==> src/rtl/my_serial_adder.sv <==
// my_serial_adder: bit-serial (LSB-first) adder built around a single full-adder cell and a 1-bit carry register.
// One result bit is produced per clock. r/cout update only on the final edge of an operation.
// Optional feature: define MY_SERIAL_ADDER_SUB_EN to honour the captured sub bit.
// With sub=1 the bench computes a - b: b is inverted and the initial carry is forced to 1.
// WIDTH must be >= 1.
module my_serial_adder #(
  parameter int WIDTH = 8
) (
  input  logic             clk,
  input  logic             rst_n,
  input  logic             start,
  input  logic [WIDTH-1:0] a,
  input  logic [WIDTH-1:0] b,
  input  logic             cin,
  input  logic             sub,
  output logic             busy,
  output logic             done,
  output logic [WIDTH-1:0] r,
  output logic             cout
);

  localparam int CW = $clog2(WIDTH + 1);
  localparam logic [CW-1:0] CNT_LAST = CW'(WIDTH - 1);
  localparam logic [CW-1:0] CNT_ONE  = CW'(32'd1);

  typedef enum logic [1:0] {
    IDLE = 2'b00,
    RUN  = 2'b01,
    DONE = 2'b10
  } state_e;

  state_e           state_q;
  logic [WIDTH-1:0] a_q;      // operand A, shifted right one bit per RUN edge
  logic [WIDTH-1:0] b_q;      // conditioned operand B', shifted likewise
  logic [WIDTH-1:0] acc_q;    // partial result, bits enter at the MSB end
  logic [WIDTH-1:0] r_q;
  logic             c_q;      // running carry
  logic             cout_q;
  logic [CW-1:0]    cnt_q;

  logic [WIDTH-1:0] b_in_s;
  logic             c_in_s;
  logic             sum_s;
  logic             carry_s;
  logic [WIDTH:0]   acc_ext_s;
  logic [WIDTH-1:0] acc_d;

  // Majority of three bits: the carry-out of a full adder.
  function automatic logic maj3(input logic x, input logic y, input logic z);
    return (x & y) | (x & z) | (y & z);
  endfunction

`ifdef MY_SERIAL_ADDER_SUB_EN
  // Operand conditioning: subtract inverts B and forces the initial carry to 1 (two's complement).
  always_comb begin
    b_in_s = b;
    c_in_s = cin;
    if (sub) begin
      b_in_s = ~b;
      c_in_s = 1'b1;
    end else begin
      b_in_s = b;
      c_in_s = cin;
    end
  end
`else
  // The sub input is kept on the port list but has no effect in this build.
  logic unused_sub_s;
  assign unused_sub_s = sub;
  assign b_in_s       = b;
  assign c_in_s       = cin;
`endif

  // The single full-adder cell working on the current LSBs.
  assign sum_s     = a_q[0] ^ b_q[0] ^ c_q;
  assign carry_s   = maj3(a_q[0], b_q[0], c_q);
  assign acc_ext_s = {sum_s, acc_q};
  assign acc_d     = acc_ext_s[WIDTH:1];

  // Control FSM and datapath state; r/cout load only on the last RUN edge, so no partial result is visible.
  always_ff @(posedge clk or negedge rst_n) begin
    if (!rst_n) begin
      state_q <= IDLE;
      a_q     <= '0;
      b_q     <= '0;
      acc_q   <= '0;
      r_q     <= '0;
      c_q     <= 1'b0;
      cout_q  <= 1'b0;
      cnt_q   <= '0;
    end else begin
      case (state_q)
        IDLE, DONE: begin
          if (start) begin
            a_q     <= a;
            b_q     <= b_in_s;
            c_q     <= c_in_s;
            cnt_q   <= '0;
            state_q <= RUN;
          end else begin
            state_q <= IDLE;
          end
        end
        RUN: begin
          a_q   <= a_q >> 1'b1;
          b_q   <= b_q >> 1'b1;
          c_q   <= carry_s;
          acc_q <= acc_d;
          cnt_q <= cnt_q + CNT_ONE;
          if (cnt_q == CNT_LAST) begin
            r_q     <= acc_d;
            cout_q  <= carry_s;
            state_q <= DONE;
          end else begin
            state_q <= RUN;
          end
        end
        default: begin
          state_q <= IDLE;
        end
      endcase
    end
  end

  assign busy = (state_q == RUN);
  assign done = (state_q == DONE);
  assign r    = r_q;
  assign cout = cout_q;

endmodule

==> config.mk <==
export PLATFORM = sky130hd
export DESIGN_NAME = my_serial_adder
export DESIGN_NICKNAME = d
export VERILOG_FILES = /design/src/rtl/my_serial_adder.sv
export SDC_FILE = /design/constraint.sdc
export NUM_CORES = 1
export LEC_CHECK = 0
export CAP_MARGIN = 20
export CORE_UTILIZATION = 50
export CTS_CLUSTER_SIZE = 30
export DETAILED_ROUTE_END_ITERATION = 8
export PLACE_DENSITY = 0.79
export SETUP_SLACK_MARGIN = 0.2
export SLEW_MARGIN = 25
export SYNTH_ARGS = -nofsm -noshare
export SYNTH_HDL_FRONTEND = slang
export SYNTH_SLANG_ARGS = --single-unit
==> constraint.sdc <==
create_clock -name clk -period 2 [get_ports clk]
set_clock_uncertainty 0.1 [all_clocks]
set_input_delay 0.6 -clock clk [delete_from_list [all_inputs] [get_ports clk]]
set_output_delay 0.6 -clock clk [all_outputs]
set_load 0.02 [all_outputs]
* Yosys cells after proc, flatten, opt, wreduce, memory -nomap -nowiden *
Index checks and enable logic that the tools add are counted.
W data, S select, Z words.

word-level totals
  word-level logic and storage cells = 36
  output and inout bits = 11
  input bits = 21
  register bits after elaboration = 40

operators by class
  bitwise gates (word level) = 7
  add/subtract/negate cells = 1
  mux-type cells = 11
  eq/ne operators = 4
  reduce and logical (&&, ||, !) cells = 5

operators by type and width
  cell                   number
  $pmux W8 S2            2
  $mux W8                2
  $pmux W4 S2            1
  $add A4 B1 Y4 const B  1
  $eq A4 B3 Y1 const B   1
  $mux W4                1
  $pmux W2 S2            1
  $reduce_and A2 Y1      2
  $and A1 B1 Y1          3
  $eq A2 B1 Y1 const B   1
  $eq A2 B2 Y1 const B   1
  $logic_not A2 Y1       1
  $mux W1                2
  $mux W2                1
  $ne A2 B2 Y1 const B   1
  $or A1 B1 Y1           2
  $pmux W1 S2            1
  $reduce_bool A2 Y1     1
  $reduce_or A2 Y1       1
  $xor A1 B1 Y1          2

* Depth between registers and ports, before layout *
  depth in word-level cells = 4
  depth in mapped cells = 5
  mapped depth without buffers = 4

* Least setup slack after synthesis *
No wires, ideal clock.

  path kind = input to register
  start point = input start
  end point = register cnt_q[2]
  required time = 1.779 ns
  setup time = 0.121 ns
  cell stages on the path = 5
  buffers on the path = 2
  data arrival time = 1.369 ns
  setup slack = 0.410 ns
  cell sequence = nor2b_1 -> buf_2 -> buf_2 -> mux2i_1 -> a22o_1

between the ends
  word-level cells in the longest chain between the ends = 2

ends and longest elaborated chain
  element                             line  text
  from (decl)                         11    input logic start,
  $ne A2 B2 Y1 (no source line)       n/a
  $reduce_and A2 Y1 (no source line)  n/a
  to (signal assigned)                109   cnt_q <= cnt_q + CNT_ONE;
  to (decl)                           39    logic [CW-1:0] cnt_q;

Every way passes these cells.
A chain may end at the register's enable or synchronous reset.

* Worst setup path after layout *
  start point = register state_q[1]
  end point = output busy

between the ends
  word-level cells in the longest chain between the ends = 1

ends and longest elaborated chain
  element                 line  text
  from (decl)             32    state_e state_q;
  from (signal assigned)  83    state_q <= IDLE;
  from (signal assigned)  99    state_q <= RUN;
  from (signal assigned)  101   state_q <= IDLE;
  $eq A2 B1 Y1            125   assign busy = (state_q == RUN);
  to (decl)               16    output logic busy,

Every way passes these cells.

==> impl_metrics.yaml <==
status:
  status: "completed"
cts:
  path_clk_slew_ps: 110
  cts_tree: "yes"
  clk_latency_ps: 330
  cts-root-buf: "clkbuf_4"
  cts_made_buffers: 5
  clock_sinks: 39
  clockBufferDepth: 2
  htree_levels: 2
yosys:
  yosys.area.top_type_share: 0.5995
  synth_ff_type: "dfrtp_1"
  yosysSeqAreaShare: 0.5995
  yosys-top-cells-area: "dfrtp_1, mux2_2, a22o_1"
  synthArstFlopShare: 1.000
  synthCells: 113
  ys_seq_elements: 39
  yosys.cell_types.count: 18
  synthesis.nets: 136
  synth_warnings: 0
  synth_area_um2: 1628
  syn_avg_cell_area_um2: 14.41
  yosysTopAreaCell: "dfrtp_1"
  synth_edf_count: 0
setup_path:
  cp.arrival_ps: 1110
  crit_type: "reg -> out"
  critPathRequiredTime_ps: 1300
  rrSetupSlack_ps: 210
  start_kind: "register"
  reg2reg_from: "state_q[1]"
  path_max_fanout: 2
  worstReg2RegEnd: "r[0]"
  r2r_cells: 5
  end_kind: "primary output"
cells_and_area:
  area_delta_synth_final_pct: 26.06
  final_cell_mix: "dfrtp_1, a22o_1, clkdlybuf4s50_1"
  antenna_cells: 0
  fin_nets: 171
  drive_above_1_share: 0.2483
  final_common_cell: "dfrtp_1"
die:
  coreArea_um2: 3078
  row_count: 20
  die_w_um: 59.06
  io_pins: 32
  start_util: 0.5289
  dieArea_um2: 3488
  dieHeight_um: 59.06
power:
  seqPwrFrac: 0.438
  p_leak_uw: 0.001020
  clkPwrFrac: 0.119
  p_per_area_nw_per_um2: 1539
  comb_power_share: 0.443
  power.internal_uw: 2068
  netSwitchingPower_uw: 1090
  swShare: 0.3451
  peakVddDrop_mv: 0.7741
global_routing:
  grt_pass1_vias: 1040
  grt_usage: 0.1880
  grt-ovfl-total: 0
  grt_pass1_wl_mm: 4.692
  grt_max_degree: 31
  antenna_found_initial: 0
placed_design:
  port_buffers: 30
  place_congestion: 0.7369
  dpl.hpwl_mm: 1.901
route:
  routed_via_density: 5.259
  drt_pre_antenna_iters: 4
  drt_iter0_drc: 28
  drc: 0
  ant_nets: 0
  drt_wl_total_mm: 2.728
  via_count: 1015
  avgRoutedWirePerCell_um: 14.13
sta:
  tightest_slew_ps: 432.2
  report.final.setup_viol: 0
  fin_worst_hold_slack_ps: 87.64
  min_period_over_period: 0.9035
  max_freq_mhz: 553.4
  maxSlewViolCount: 0
  final.setup.tns_ps: 0
  timing.final.hold_violations: 0
  fin_crit_ps: 1807
  rsz0062_at_grt: "true"
  max-slew-margin-rel: 0.7119
run:
  drv_cap: 0
min_path:
  hold_class: "in -> async"
-- layer usage --
layer	up-vias	wire (µm)	part of all wire	global-route usage
li1	481	-	-	-
met1	515	1237	0.45	0.2232
met2	17	1372	0.50	0.3117
met3	2	93	0.034	0.06550
met4	0	24	0.0088	0.07823
met5	-	0	0	0
-- cells by family after synthesis --
family	after synthesis	share of synthesized area
buf+inv	7	0.03228
flops	39	0.5995
simple gates	11	0.04382
mux	19	0.1299
fa+ha+maj	2	0.01998
compound gates	35	0.1745
-- area by class of cell --
cell class / instances / area (µm²)
Sequential cell: 39 / 975.9
Timing Repair Buffer: 35 / 355.3
Clock inverter: 3 / 15.01
Clock buffer: 5 / 37.54
Tap cell: 44 / 55.05
Multi-Input combinational cell: 67 / 613.1
Fill cell: 236 / 1026
-- power by group through the flow --
stage	logic [µW]	clock network (µW)	registers [µW]
after floorplan	937	0	1440
after global placement	1330	0	1370
after global routing	1530	421	1430
final	1400	376	1380
after detailed placement	1380	0	1400
after CTS	1390	393	1380
-- sequential cells by signal, summed over array words and instances (netlist names) --
name,cells
a_q,8
b_q,8
r,8
acc_q,7
cnt_q,4
state_q,2
c_q,1
cout,1
-- worst max-delay path by stage --
stage	from	end	slack [ps]	cells past startpoint
floorplan	start	cnt_q[2]	410	5
finish	state_q[1]	busy	190	2
CTS	state_q[1]	busy	170	2
detailed placement	start	cnt_q[0]	-190	4
global placement	start	cnt_q[0]	-170	4
global route	state_q[1]	busy	140	2
-- metrics by stage --
step | power (µW) | cell area [µm²] | setup WS, ps | std cells | utilization
after floorplan | 2381 | 1628 | 409.6 | 113 | -
after global placement | 2708 | 1968 | -171.1 | 184 | 0.6394
after detailed placement | 2782 | 1968 | -189.0 | 184 | 0.6394
after CTS | 3165 | 2034 | 173.3 | 193 | 0.6610
after global routing | 3377 | 2052 | 137.8 | 193 | 0.6667
final | 3159 | 2052 | 193.0 | 193 | 0.6667
-- critical path, cell delays in order (launching register included) --
cell     delay [ps]
dfrtp_1         390
and2b_4         270
buf_6           120
-- synth_stat cells (2+ instances only) --
| library cell | number |
|---|---|
| a21o_1 | 15 |
| a22o_1 | 19 |
| buf_2 | 3 |
| buf_4 | 2 |
| buf_6 | 2 |
| dfrtp_1 | 39 |
| mux2_2 | 17 |
| mux2i_1 | 2 |
| nand2_1 | 3 |
| nor2b_1 | 3 |
-- repair_timing --
| item | 4_1_cts | 5_1_grt |
|---|---|---|
| hold endpoints to repair | 0 | 0 |
| endpoints found under the setup margin | 38 | 21 |
| resized for setup | 24 | 9 |
| buffers inserted | 1 | 0 |
| hold buffers | 0 | 0 |
No activity file was read; power rests on OpenSTA's default activity.
